### src/rtl/pe_ctrl_pkg.sv
// Shared definitions for the PE sequencer: FSM state encoding and job mode codes.
package pe_ctrl_pkg;

    typedef enum logic [2:0] {
        IDLE   = 3'd0,
        CLR    = 3'd1,
        LOAD   = 3'd2,
        RUN    = 3'd3,
        WAIT   = 3'd4,
        DRAIN  = 3'd5,
        DECIDE = 3'd6,
        DONE   = 3'd7
    } state_e;

    localparam logic [1:0] MODE_SINGLE = 2'd0;
    localparam logic [1:0] MODE_DUAL   = 2'd1;

endpackage

### src/rtl/pe_drain_counter.sv
// Counts output-buffer writes during a psum drain and flags when the
// requested number of entries will have been written at the end of this cycle.
module pe_drain_counter #(
    parameter int W = 4
) (
    input  logic         clk,
    input  logic         rst,
    input  logic         clear,
    input  logic         inc,
    input  logic [W-1:0] target,
    output logic         hit
);

    logic [W-1:0] cnt_q;
    logic [W-1:0] cnt_d;
    logic [W-1:0] sum;

    always_comb begin
        sum   = cnt_q + W'(inc);
        cnt_d = cnt_q;
        if (clear) begin
            cnt_d = '0;
        end else if (inc) begin
            cnt_d = sum;
        end
        // cnt_q == target also covers a zero-length drain that sees a stray write
        hit = (sum == target) || (cnt_q == target);
    end

    always_ff @(posedge clk or posedge rst) begin
        if (rst) begin
            cnt_q <= '0;
        end else begin
            cnt_q <= cnt_d;
        end
    end

endmodule

### src/rtl/pe_sequencer.sv
// Job-level controller for one PE datapath: clear, scratch load, read-address
// generation, psum drain and pass accounting. All outputs are registered.
module pe_sequencer
    import pe_ctrl_pkg::*;
#(
    parameter int PSUM_SC_ADDR_LEN = 4,
    parameter int NUM_PASSES_DUAL  = 2
) (
    input  logic                        clk,
    input  logic                        rst,
    input  logic                        start,
    input  logic [1:0]                  mode,
    input  logic [PSUM_SC_ADDR_LEN-1:0] psum_count,
    input  logic                        full_done,
    input  logic                        psum_sc_done,
    input  logic                        outbuf_write,
    input  logic                        outbuf_full,
    output logic                        regs_clr,
    output logic                        filter_read_start,
    output logic                        IF_read_start,
    output logic                        start_rd_gen,
    output logic                        outbuf_write_flag,
    output logic [1:0]                  mode_o,
    output logic                        busy,
    output logic                        done
);

    state_e                      state_q, state_d;
    logic [1:0]                  mode_q, mode_d;
    logic [PSUM_SC_ADDR_LEN-1:0] psum_count_q, psum_count_d;
    logic [1:0]                  pass_cnt_q, pass_cnt_d;
    logic                        full_seen_q, full_seen_d;
    logic                        regs_clr_q, regs_clr_d;
    logic                        load_q, load_d;
    logic                        rd_gen_q, rd_gen_d;
    logic                        flag_q, flag_d;
    logic                        busy_q, busy_d;
    logic                        done_q, done_d;
    logic                        drain_clear, drain_inc, drain_hit;
    logic [1:0]                  pass_inc, passes_req;
    logic                        unused_status;

    // The datapath throttles itself on a full output buffer; nothing to do here.
    assign unused_status = outbuf_full;

    pe_drain_counter #(.W(PSUM_SC_ADDR_LEN)) u_drain (
        .clk    (clk),
        .rst    (rst),
        .clear  (drain_clear),
        .inc    (drain_inc),
        .target (psum_count_q),
        .hit    (drain_hit)
    );

    always_comb begin
        state_d      = state_q;
        mode_d       = mode_q;
        psum_count_d = psum_count_q;
        pass_cnt_d   = pass_cnt_q;
        full_seen_d  = full_seen_q;
        drain_clear  = 1'b0;
        drain_inc    = 1'b0;
        pass_inc     = pass_cnt_q + 2'd1;
        passes_req   = (mode_q == MODE_DUAL) ? 2'(NUM_PASSES_DUAL) : 2'd1;

        case (state_q)
            IDLE: begin
                if (start) begin
                    mode_d       = mode;
                    psum_count_d = psum_count;
                    pass_cnt_d   = 2'd0;
                    state_d      = CLR;
                end
            end
            CLR: begin
                full_seen_d = 1'b0;
                state_d     = LOAD;
            end
            LOAD: state_d = RUN;
            RUN:  state_d = WAIT;
            WAIT: begin
                if (full_done) full_seen_d = 1'b1;
                if (psum_sc_done) begin
                    drain_clear = 1'b1;
                    state_d     = DRAIN;
                end
            end
            DRAIN: begin
                if (full_done) full_seen_d = 1'b1;
                drain_inc = outbuf_write;
                if (drain_hit) state_d = DECIDE;
            end
            DECIDE: begin
                if (!full_seen_q) begin
                    state_d = RUN;
                end else begin
                    pass_cnt_d = pass_inc;
                    state_d    = (pass_inc < passes_req) ? CLR : DONE;
                end
            end
            DONE:    state_d = IDLE;
            default: state_d = IDLE;
        endcase

        // Outputs are decoded from the next state so they line up with the state register.
        regs_clr_d = (state_d == CLR);
        load_d     = (state_d == LOAD);
        rd_gen_d   = (state_d == RUN);
        flag_d     = (state_d == DRAIN);
        busy_d     = (state_d != IDLE);
        done_d     = (state_d == DONE);
    end

    always_ff @(posedge clk or posedge rst) begin
        if (rst) begin
            state_q      <= IDLE;
            mode_q       <= 2'd0;
            psum_count_q <= '0;
            pass_cnt_q   <= 2'd0;
            full_seen_q  <= 1'b0;
            regs_clr_q   <= 1'b0;
            load_q       <= 1'b0;
            rd_gen_q     <= 1'b0;
            flag_q       <= 1'b0;
            busy_q       <= 1'b0;
            done_q       <= 1'b0;
        end else begin
            state_q      <= state_d;
            mode_q       <= mode_d;
            psum_count_q <= psum_count_d;
            pass_cnt_q   <= pass_cnt_d;
            full_seen_q  <= full_seen_d;
            regs_clr_q   <= regs_clr_d;
            load_q       <= load_d;
            rd_gen_q     <= rd_gen_d;
            flag_q       <= flag_d;
            busy_q       <= busy_d;
            done_q       <= done_d;
        end
    end

    assign regs_clr          = regs_clr_q;
    assign filter_read_start = load_q;
    assign IF_read_start     = load_q;
    assign start_rd_gen      = rd_gen_q;
    assign outbuf_write_flag = flag_q;
    assign mode_o            = mode_q;
    assign busy              = busy_q;
    assign done              = done_q;

endmodule

### config.mk
export PLATFORM = sky130hd
export DESIGN_NAME = pe_sequencer
export DESIGN_NICKNAME = d
export VERILOG_FILES = /design/src/rtl/pe_ctrl_pkg.sv /design/src/rtl/pe_drain_counter.sv /design/src/rtl/pe_sequencer.sv
export SDC_FILE = /design/constraint.sdc
export NUM_CORES = 1
export LEC_CHECK = 0
export ABC_AREA = 1
export BUFFER_PORTS_ARGS = -buffer_cell sky130_fd_sc_hd__buf_2
export CORE_MARGIN = 3
export CORE_UTILIZATION = 50
export DETAILED_ROUTE_END_ITERATION = 12
export GPL_ROUTABILITY_DRIVEN = 0
export GPL_TIMING_DRIVEN = 1
export PLACE_DENSITY_LB_ADDON = 0.25
export SLEW_MARGIN = 20
export SYNTH_ARGS = -nofsm -noshare
export SYNTH_HDL_FRONTEND = slang
export SYNTH_HIERARCHICAL = 1
export SYNTH_SLANG_ARGS = --single-unit
export TNS_END_PERCENT = 5
### constraint.sdc
create_clock -name clk -period 5.6 [get_ports clk]
set_input_delay 0.84 -clock clk [delete_from_list [all_inputs] [get_ports clk]]
set_output_delay 0.84 -clock clk [all_outputs]
set_load 0.01 [all_outputs]
==> out/metrics.cfg, run 1 <==
[floorplanning]
ios = 22
chipWidth_um = 54.2
rows = 16
dieArea_sq_um = 2940
core_sq_um = 2080
dieHeight_um = 54.2
initial_core_util_pct = 55.9

[detailed_routing]
dr.pass1.iters = 4
ant_nets = 0
routedWlPerCell_um = 11.8
wirelength_um = 2220
num_vias = 933
drt_first_iter_violations = 17
via_per_inst = 4.96
drc = 0

[timing]
fmax_mhz = 377
worst_slew_margin_rel_pct = 55.4
grt_setup_unrepaired = no
hold_ws_ns = 0.388
setup_viol = 0
final_max_slew_viol_count = 0
period_needed_ns = 2.65
hold_violations = 0
skew_ns = 0.00553
tightest_slew_ns = 0.668
period_share_pct = 47.3
setup_tns_ns = 0

[global_routing]
grt_use_met3_pct = 4.90
antenna_found_initial = 0
use_met1_pct = 21.0
use_met2_pct = 30.5
top_usage_layer = met2
grtUsageTotal_pct = 18.2
grt_max_degree = 19
grt_pass1_vias = 924
grt_pass1_wl_um = 3760
overflow = 0

[clock_network]
clk_latency_ns = 0.31
cts_tree = built
clk_pin_slew_ns = 0.12
htree_levels = 1
hold_buffers = 0
cts_made_buffers = 3
cts.repair.resized = 0
cts.sinks = 22
cts_root_buffer = clkbuf_4
cts_buffer_depth = 2
post-cts-setup-buffers = 0

[yosys]
synth_nets = 154
synth_seq_cells = 22
synth_area_sq_um = 1160
synthTopCellsByCount = nand2_1, inv_1, dfrtp_1
synth.top_cell.area_share_pct = 47.3
synth_area_leaders = dfrtp_1, nand2_1, inv_1
ys_warn_count = 6
syn_inst = 138
ys_seq_area_share_pct = 47.3
synth_top_cell_by_area = dfrtp_1
synth_edf_count = 0
synth_cell_types = 19
async_reset_ff_share_pct = 100
dominantRegCellSynth = dfrtp_1
yosysMostFrequentCell = nand2_1
syn_avg_cell_area_sq_um = 8.43

[placed_design]
dp_hpwl_um = 1730
dp.cells = 184
numPortBuffers = 20

[setup_path]
start_kind = input pin
arrival_ns = 2.87
required_ns = 5.82
timing.rr.end = busy$_DFF_PP0_
critPathMaxFanout = 5
reg2reg_depth = 15
criticalPathCategory = input pin to flip-flop
reg2reg_slack_ns = 2.96
end_kind = flip-flop
regToRegStartpoint = state_q[1]$_DFF_PP0_

[layout]
stdcell_count = 188
synthToLayoutAreaGrowth_pct = 15.4
final_util_pct = 64.5
num_antenna_cells = 0
final_nets = 178
n_fill_cell = 192
drive_gt1_share_pct = 24.2

[hold_path]
hold_class = input pin to async pin

[job]
maxCapViolCount = 0

[power_and_ir_drop]
p_leak_nw = 0.746
vdd_drop_max_uv = 319
finalPower_mw = 0.694
power_density_nw_per_um2 = 517

[outcome]
status = finished, final reports clean

[per-layer routing]
metal | part of all wire [%] | up-vias
met4 | 2.4 | 0
met5 | 0 | -
met1 | 42 | 416
met2 | 49 | 35
met3 | 7.2 | 6
li1 | - | 476
[logic make-up after synthesis]
| kind of cell | Yosys count | share of synthesized area (%) |
|---|---|---|
| and+or+nand+nor | 66 | 27.4 |
| buffers and inverters | 28 | 9.36 |
| DFF | 22 | 47.3 |
| AOI/OAI and AO/OA | 9 | 4.09 |
| xor gates and xnor gates | 5 | 3.76 |
| muxes | 5 | 4.84 |
| adders and majority gates | 3 | 3.23 |
[where the power goes]
group | switching [mW] | internal [mW]
clock | 0.0485 | 0.0724
sequential | 0.0498 | 0.218
combinational | 0.179 | 0.126
total | 0.277 | 0.417
[state kept, by name, indices dropped and copies added (netlist names)]
name / cells
busy: 1
psum_count_q: 4
IF_read_start: 1
u_drain/cnt_q: 4
full_seen_q: 1
regs_clr: 1
pass_cnt_q: 2
mode_o: 2
outbuf_write_flag: 1
start_rd_gen: 1
done: 1
state_q: 3
[per-stage QoR]
stage	worst slack, ns	cell area, sq um
2_1_floorplan	3.06	1160
3_3_place_gp	2.76	1290
3_5_place_dp	2.71	1290
4_1_cts	3.00	1340
5_1_grt	2.67	1340
6_report	2.95	1340
[cell type report]
cell class              instances  area (sq um)  share of cell area, %
flip-flops and latches         22           551                   41.0
multi-input cells              88           504                   37.6
inverters                      27           101                   7.55
repair buffers                 20           100                   7.46
well taps                      27          33.8                   2.52
clock inverters                 1          30.0                   2.24
clock buffers                   3          22.5                   1.68
[worst max-delay path by stage]
| stage | from | to | slack [ns] |
|---|---|---|---|
| 2_1_floorplan | outbuf_write | busy$_DFF_PP0_ | 3.06 |
| 3_3_place_gp | outbuf_write | busy$_DFF_PP0_ | 2.76 |
| 3_5_place_dp | outbuf_write | busy$_DFF_PP0_ | 2.71 |
| 4_1_cts | state_q[1]$_DFF_PP0_ | busy$_DFF_PP0_ | 3.00 |
| 5_1_grt | state_q[1]$_DFF_PP0_ | busy$_DFF_PP0_ | 2.67 |
| 6_report | outbuf_write | busy$_DFF_PP0_ | 2.95 |
[worst max-delay path: stages]
cell and delay, ns:
buf_2 0.08, nand2_1 0.05, nor2_1 0.31, ha_1 0.30, ha_1 0.29, xnor2_1 0.16, nand2_1 0.07, nor2_1 0.11
nand2_1 0.06, nand2_1 0.08, nor2_2 0.05, a21oi_1 0.19, nand3_2 0.12, nor2_1 0.12, nand2_1 0.05
[layout by cell type (no fill, tap or decap)]
master / count
nand2_1: 34
inv_1: 25
dfrtp_1: 22
buf_2: 20
nand3_1: 11
nor2_1: 9
mux2_2: 5
xnor2_1: 5
o21ai_0: 4
a21oi_1: 4
nor2_2: 3
nand3_2: 3
nor3_1: 3
ha_1: 3
clkbuf_4: 3
inv_2: 2
nand2_4: 1
nand4_4: 1
bufinv_16: 1
o31ai_1: 1
nand4_1: 1
No activity file was read; power rests on OpenSTA's default activity.
==> run 2: changes to the inputs <==
ABC_AREA = 0   (was 1)
clock period = 2.6 ns   (was 5.6 ns; I/O delays follow)
==> run 2 against run 1 <==
Via count is 18% lower. Non-clock buffer count is 5 higher. Final area is 4.8% lower. Cell count is 20% lower. Sequential power is 100% higher. Clock power is 22% higher. Power is 88% higher. Global-route usage is 2.5 points lower. Die area is 4.7% lower. Critical endpoint is now state_q[0]$_DFF_PP0_. Largest power group unchanged.
==> out/metrics.cfg, run 2 <==
[outcome]
status = finished, final reports clean

[timing]
skew_ns = 0.00257
tightest_slew_ns = 0.702
setup_viol = 0
finalWorstSetupSlack_ns = 0.451
period_needed_ns = 2.15
grt_setup_unrepaired = no
worst_slew_margin_rel_pct = 53.2
hold_violations = 0
final_max_slew_viol_count = 0
setup_tns_ns = 0
fmax_mhz = 465
period_share_pct = 82.6

[global_routing]
overflow = 0
grt_max_degree = 19
antenna_found_initial = 0
grt_pass1_vias = 759
grtUsageTotal_pct = 15.6
grt_pass1_wl_um = 3110

[yosys]
synth_nets = 115
syn_avg_cell_area_sq_um = 11.1
synth_edf_count = 0
synth_cell_types = 30
async_reset_ff_share_pct = 100
synth.top_cell.area_share_pct = 49.9
syn_inst = 99
ys_seq_area_share_pct = 49.9
yosysMostFrequentCell = dfrtp_1
synthTopCellsByCount = dfrtp_1, nor2_1, xnor2_1
dominantRegCellSynth = dfrtp_1
synth_area_sq_um = 1100
synth_top_cell_by_area = dfrtp_1
synth_seq_cells = 22
ys_warn_count = 6
synth_area_leaders = dfrtp_1, mux2_2, xnor2_1

[clock_network]
cts_root_buffer = clkbuf_4
hold_buffers = 1
post-cts-setup-buffers = 0
cts_tree = built
cts_made_buffers = 3
clk_latency_ns = 0.30
htree_levels = 1
cts.sinks = 22
clk_pin_slew_ns = 0.11
cts_buffer_depth = 2
cts.repair.resized = 0

[setup_path]
path_delay_family = compound AO/OA/AOI/OAI gates
critPathMaxFanout = 5
arrival_ns = 2.34
crit_top_cell = ha_1
end_kind = flip-flop
criticalPathCategory = flip-flop to flip-flop
slowest_stage = dfrtp_1
start_kind = flip-flop
crit_chain = nand2b_1 > nor2_1 > ha_1 > ha_1 > xnor2_1 > nand2_1 > o31ai_2 > o21ai_0 > o2bb2ai_1
required_ns = 2.79
critPathMaxStageDelay_ns = 0.39
path_buf_inv = 0

[floorplanning]
ios = 22
dieHeight_um = 53.0
chipWidth_um = 53.0
dieArea_sq_um = 2800
core_sq_um = 2020
rows = 16
initial_core_util_pct = 54.5

[job]
maxCapViolCount = 0

[power_and_ir_drop]
p_leak_nw = 0.640
vdd_drop_max_uv = 517
power_density_nw_per_um2 = 1020

[detailed_routing]
ant_nets = 0
routedWlPerCell_um = 12.6
wirelength_um = 1880
dr.pass1.iters = 4
via_per_inst = 5.12
drc = 0
drt_first_iter_violations = 6
num_vias = 768

[hold_path]
hold_class = input pin to flip-flop

[layout]
synthToLayoutAreaGrowth_pct = 15.9
final_nets = 141
num_antenna_cells = 0
top_regs = psum_count_q: 4 flops, u_drain/cnt_q: 4 flops, state_q: 3 flops
drive_gt1_share_pct = 28.5
final_cell_mix = dfrtp_1, buf_2, nor2_1
mostFrequentLayoutCell = dfrtp_1

[placed_design]
dp_hpwl_um = 1450
numPortBuffers = 20
dp_slack_ns = 0.460

run 2: cell count changes in the layout (fill, tap and decap cells not counted), moves of 3 or more:
cell	change
xor2_1	+5
mux2i_1	+3
nand2b_1	+5
nand3_1	-10
inv_1	-20
nor2_2	-3
buf_4	+4
nand3_2	-3
nor3_1	-3
nand2_1	-30
run 2: power breakdown:
group          switching (mW)  internal (mW)  leakage [nW]
Combinational           0.319          0.296         0.345
Sequential             0.0807          0.464         0.282
Clock                  0.0936         0.0540        0.0138
Total                   0.493          0.814         0.640
run 2: metal layers:
metal | vias up | GRT usage [%] | wire [um]
met2 | 11 | 28.1 | 961
li1 | 390 | - | -
met5 | - | 0 | 0
met4 | 0 | 8.94 | 28
met3 | 4 | 2.54 | 57
met1 | 363 | 17.2 | 837
run 2: layout make-up:
class	instances	area, sq um
inverter	5	18.8
sequential	22	551
clock buffer	3	22.5
tap	27	33.8
fill	164	744
multi-input combinational	68	512
timing repair buffer	25	140
run 2: logic make-up (layout without fill, tap and decap cells):
group | after synthesis | count (layout) | share of synthesized area, %
AOI/OAI and AO/OA | 16 | 16 | 9.76
xor gates and xnor gates | 12 | 12 | 9.53
adders and majority gates | 3 | 3 | 3.41
buffers and inverters | 9 | 33 | 3.63
DFF | 22 | 22 | 49.9
muxes | 9 | 9 | 8.85
and+or+nand+nor | 28 | 28 | 14.9
run 2: stage by stage:
step | cell area, sq um | total power, mW | std cells | utilization [%] | hold WS [ns]
after floorplan | 1100 | 1.01 | 99 | - | 0.156
after global placement | 1240 | 1.15 | 146 | 61.6 | 0.284
after detailed placement | 1240 | 1.18 | 146 | 61.6 | 0.290
after CTS | 1280 | 1.33 | 150 | 63.2 | 0.297
after global routing | 1280 | 1.42 | 150 | 63.2 | 0.294
final | 1280 | 1.31 | 150 | 63.2 | 0.316
run 2: path summary, 6_finish.rpt:
check | start | to | slack [ns] | cells past startpoint
worst max-delay path | state_q[1]$_DFF_PP0_ | state_q[0]$_DFF_PP0_ | 0.45 | 9
worst min-delay path | psum_count[2] | psum_count_q[2]$_DFFE_PP0P_ | 0.32 | 2
worst max register to register | state_q[1]$_DFF_PP0_ | state_q[0]$_DFF_PP0_ | 0.45 | 9
worst min register to register | full_seen_q$_DFFE_PP0P_ | start_rd_gen$_DFF_PP0_ | 0.54 | 1
max in group asynchronous | rst | pass_cnt_q[1]$_DFFE_PP0P_ | 1.41 | 3
min in group asynchronous | rst | u_drain/cnt_q[2]$_DFFE_PP0P_ | 0.51 | 3
==> run 3: changes to the inputs <==
CORE_UTILIZATION = 48   (was 50)
clock period = 1.8 ns   (was 2.6 ns; I/O delays follow)
==> run 3 against run 2 <==
The flow now finishes with violations (negative setup slack). Wire length grew 7.7%. Worst setup slack worse by 0.52 ns. Combinational power increased by 69%. First-iteration DRC count did not move. Worst hold slack worse by 0.13 ns. Via count rose by 3.4%. Register-to-register slack got worse by 0.52 ns. Cell count is 4.0% higher. Critical path type unchanged.
==> out/metrics.cfg, run 3 (synthesis gave the netlist of run 2 again) <==
[outcome]
status = complete, but fails checks
violations = negative setup slack

[floorplanning]
dieArea_sq_um = 2910
initial_core_util_pct = 53.5
dieHeight_um = 53.9
chipWidth_um = 53.9
rows = 16
ios = 22
core_sq_um = 2060

[power_and_ir_drop]
power.internal_mw = 1.41
power_density_nw_per_um2 = 1580
net-switching-power_mw = 0.803
p_sw_share_pct = 36.3
vdd_drop_max_uv = 928
clock_power_share_pct = 16.8
seqPwrFrac_pct = 36.3
p_leak_nw = 0.684
combinationalPowerShare_pct = 46.9

[global_routing]
grt_pass1_vias = 790
grt_max_degree = 19
use_met1_pct = 17.9
grt_pass1_wl_um = 3320
use_met2_pct = 28.8
grt_use_met3_pct = 2.77
grtUsageTotal_pct = 16.2
antenna_found_initial = 0
overflow = 0
top_usage_layer = met2

[hold_path]
min_to = psum_count_q[3]$_DFFE_PP0P_
hold_class = input pin to flip-flop
whs_path_depth = 2
min-delay-start = psum_count[3]

[setup_path]
reg2reg_depth = 9
required_ns = 2.00
reg2reg_slack_ns = -0.07
crit_chain = nand2b_4 > nor2_4 > ha_4 > ha_4 > xnor2_2 > nand2_2 > o31ai_4 > o21ai_1 > o2bb2ai_1
critPathMaxFanout = 3
crit_top_cell = ha_4
slowest_stage = dfrtp_1
arrival_ns = 2.07
crit_start = state_q[1]$_DFF_PP0_
timing.rr.end = state_q[0]$_DFF_PP0_
regToRegStartpoint = state_q[1]$_DFF_PP0_
start_kind = flip-flop
criticalPathCategory = flip-flop to flip-flop
critPathMaxStageDelay_ns = 0.41
end_kind = flip-flop

[clock_network]
cts_tree = built
clk_latency_ns = 0.30
htree_levels = 1
cts_made_buffers = 3
cts_root_buffer = clkbuf_4
cts_buffer_depth = 2
cts.sinks = 22
clk_pin_slew_ns = 0.12

[layout]
top_regs = psum_count_q: 4 flops, u_drain/cnt_q: 4 flops, state_q: 3 flops
final_nets = 146
n_fill_cell = 165
design_area_sq_um = 1400
mostFrequentLayoutCell = dfrtp_1
final_util_pct = 68.1
synthToLayoutAreaGrowth_pct = 27.4
final_cell_mix = dfrtp_1, buf_2, buf_4
num_antenna_cells = 0
drive_gt1_share_pct = 36.4

[detailed_routing]
routedWlPerCell_um = 13.0
drt_first_iter_violations = 6
drc = 0
num_vias = 794
wirelength_um = 2030
dr.pass1.iters = 4
via_per_inst = 5.09
ant_nets = 0

[placed_design]
dp_slack_ns = -0.0897
dp_hpwl_um = 1470
place_area_sq_um = 1300
numPortBuffers = 20

[timing]
setup_tns_ns = -0.185
period_needed_ns = 1.87
finalWorstSetupSlack_ns = -0.0718
skew_ns = 0.00600
tightest_slew_ns = 0.671
period_share_pct = 104
hold_ws_ns = 0.187
final_max_slew_viol_count = 0
hold_violations = 0
worst_slew_margin_rel_pct = 55.2
grt_setup_unrepaired = yes
fmax_mhz = 534
setup_viol = 3

[job]
maxCapViolCount = 0

## run 3: area by class of cell
| cell class | instances | area [sq um] | share of cell area (%) |
|---|---|---|---|
| Tap cell | 27 | 33.8 | 2.41 |
| Inverter | 5 | 18.8 | 1.34 |
| Clock inverter | 1 | 30.0 | 2.14 |
| Clock buffer | 3 | 22.5 | 1.60 |
| Multi-Input combinational cell | 68 | 571 | 40.6 |
| Timing Repair Buffer | 30 | 178 | 12.7 |
| Sequential cell | 22 | 551 | 39.2 |
## run 3: worst max-delay path by stage
stage,end,slack (ns),cells after the start
after floorplan,state_q[0]$_DFF_PP0_,-0.15,10
after global placement,state_q[1]$_DFF_PP0_,0.007,9
after detailed placement,state_q[1]$_DFF_PP0_,-0.09,9
after CTS,state_q[0]$_DFF_PP0_,-0.03,9
after global routing,state_q[0]$_DFF_PP0_,-0.15,9
final,state_q[0]$_DFF_PP0_,-0.07,9
## run 3: layer usage
| metal | routed length [um] | up-vias |
|---|---|---|
| li1 | - | 398 |
| met1 | 866 | 376 |
| met2 | 1080 | 16 |
| met3 | 67 | 4 |
| met4 | 12 | 0 |
| met5 | 0 | - |
## run 3: power by group through the flow
stage | registers (mW) | clock network (mW) | logic (mW)
5_1_grt | 0.830 | 0.401 | 1.15
3_5_place_dp | 0.811 | 0 | 0.957
4_1_cts | 0.804 | 0.389 | 1.02
2_1_floorplan | 0.841 | 0 | 0.687
6_report | 0.804 | 0.372 | 1.04
3_3_place_gp | 0.801 | 0 | 0.923
## run 3: critical path: cells and delay by family (launching register included)
kind,cells,cell delay (ns)
compound gates,3,0.48
xor+xnor,1,0.14
fa+ha+maj,2,0.37
flops,1,0.41
simple gates,3,0.37
## run 3: per-stage QoR
step                power, mW  instances
floorplan                1.53         99
global route             2.38        156
detailed placement       1.77        148
CTS                      2.22        155
finish                   2.21        156
global placement         1.72        148
## run 3: timing repair
action / CTS / global route
setup endpoints to repair: 3 / 3
pin swaps: 3 / 4
buffers inserted: 2 / 1
endpoints found under the hold margin: 4 / 0
hold buffers: 1 / 0
resized for setup: 4 / 0
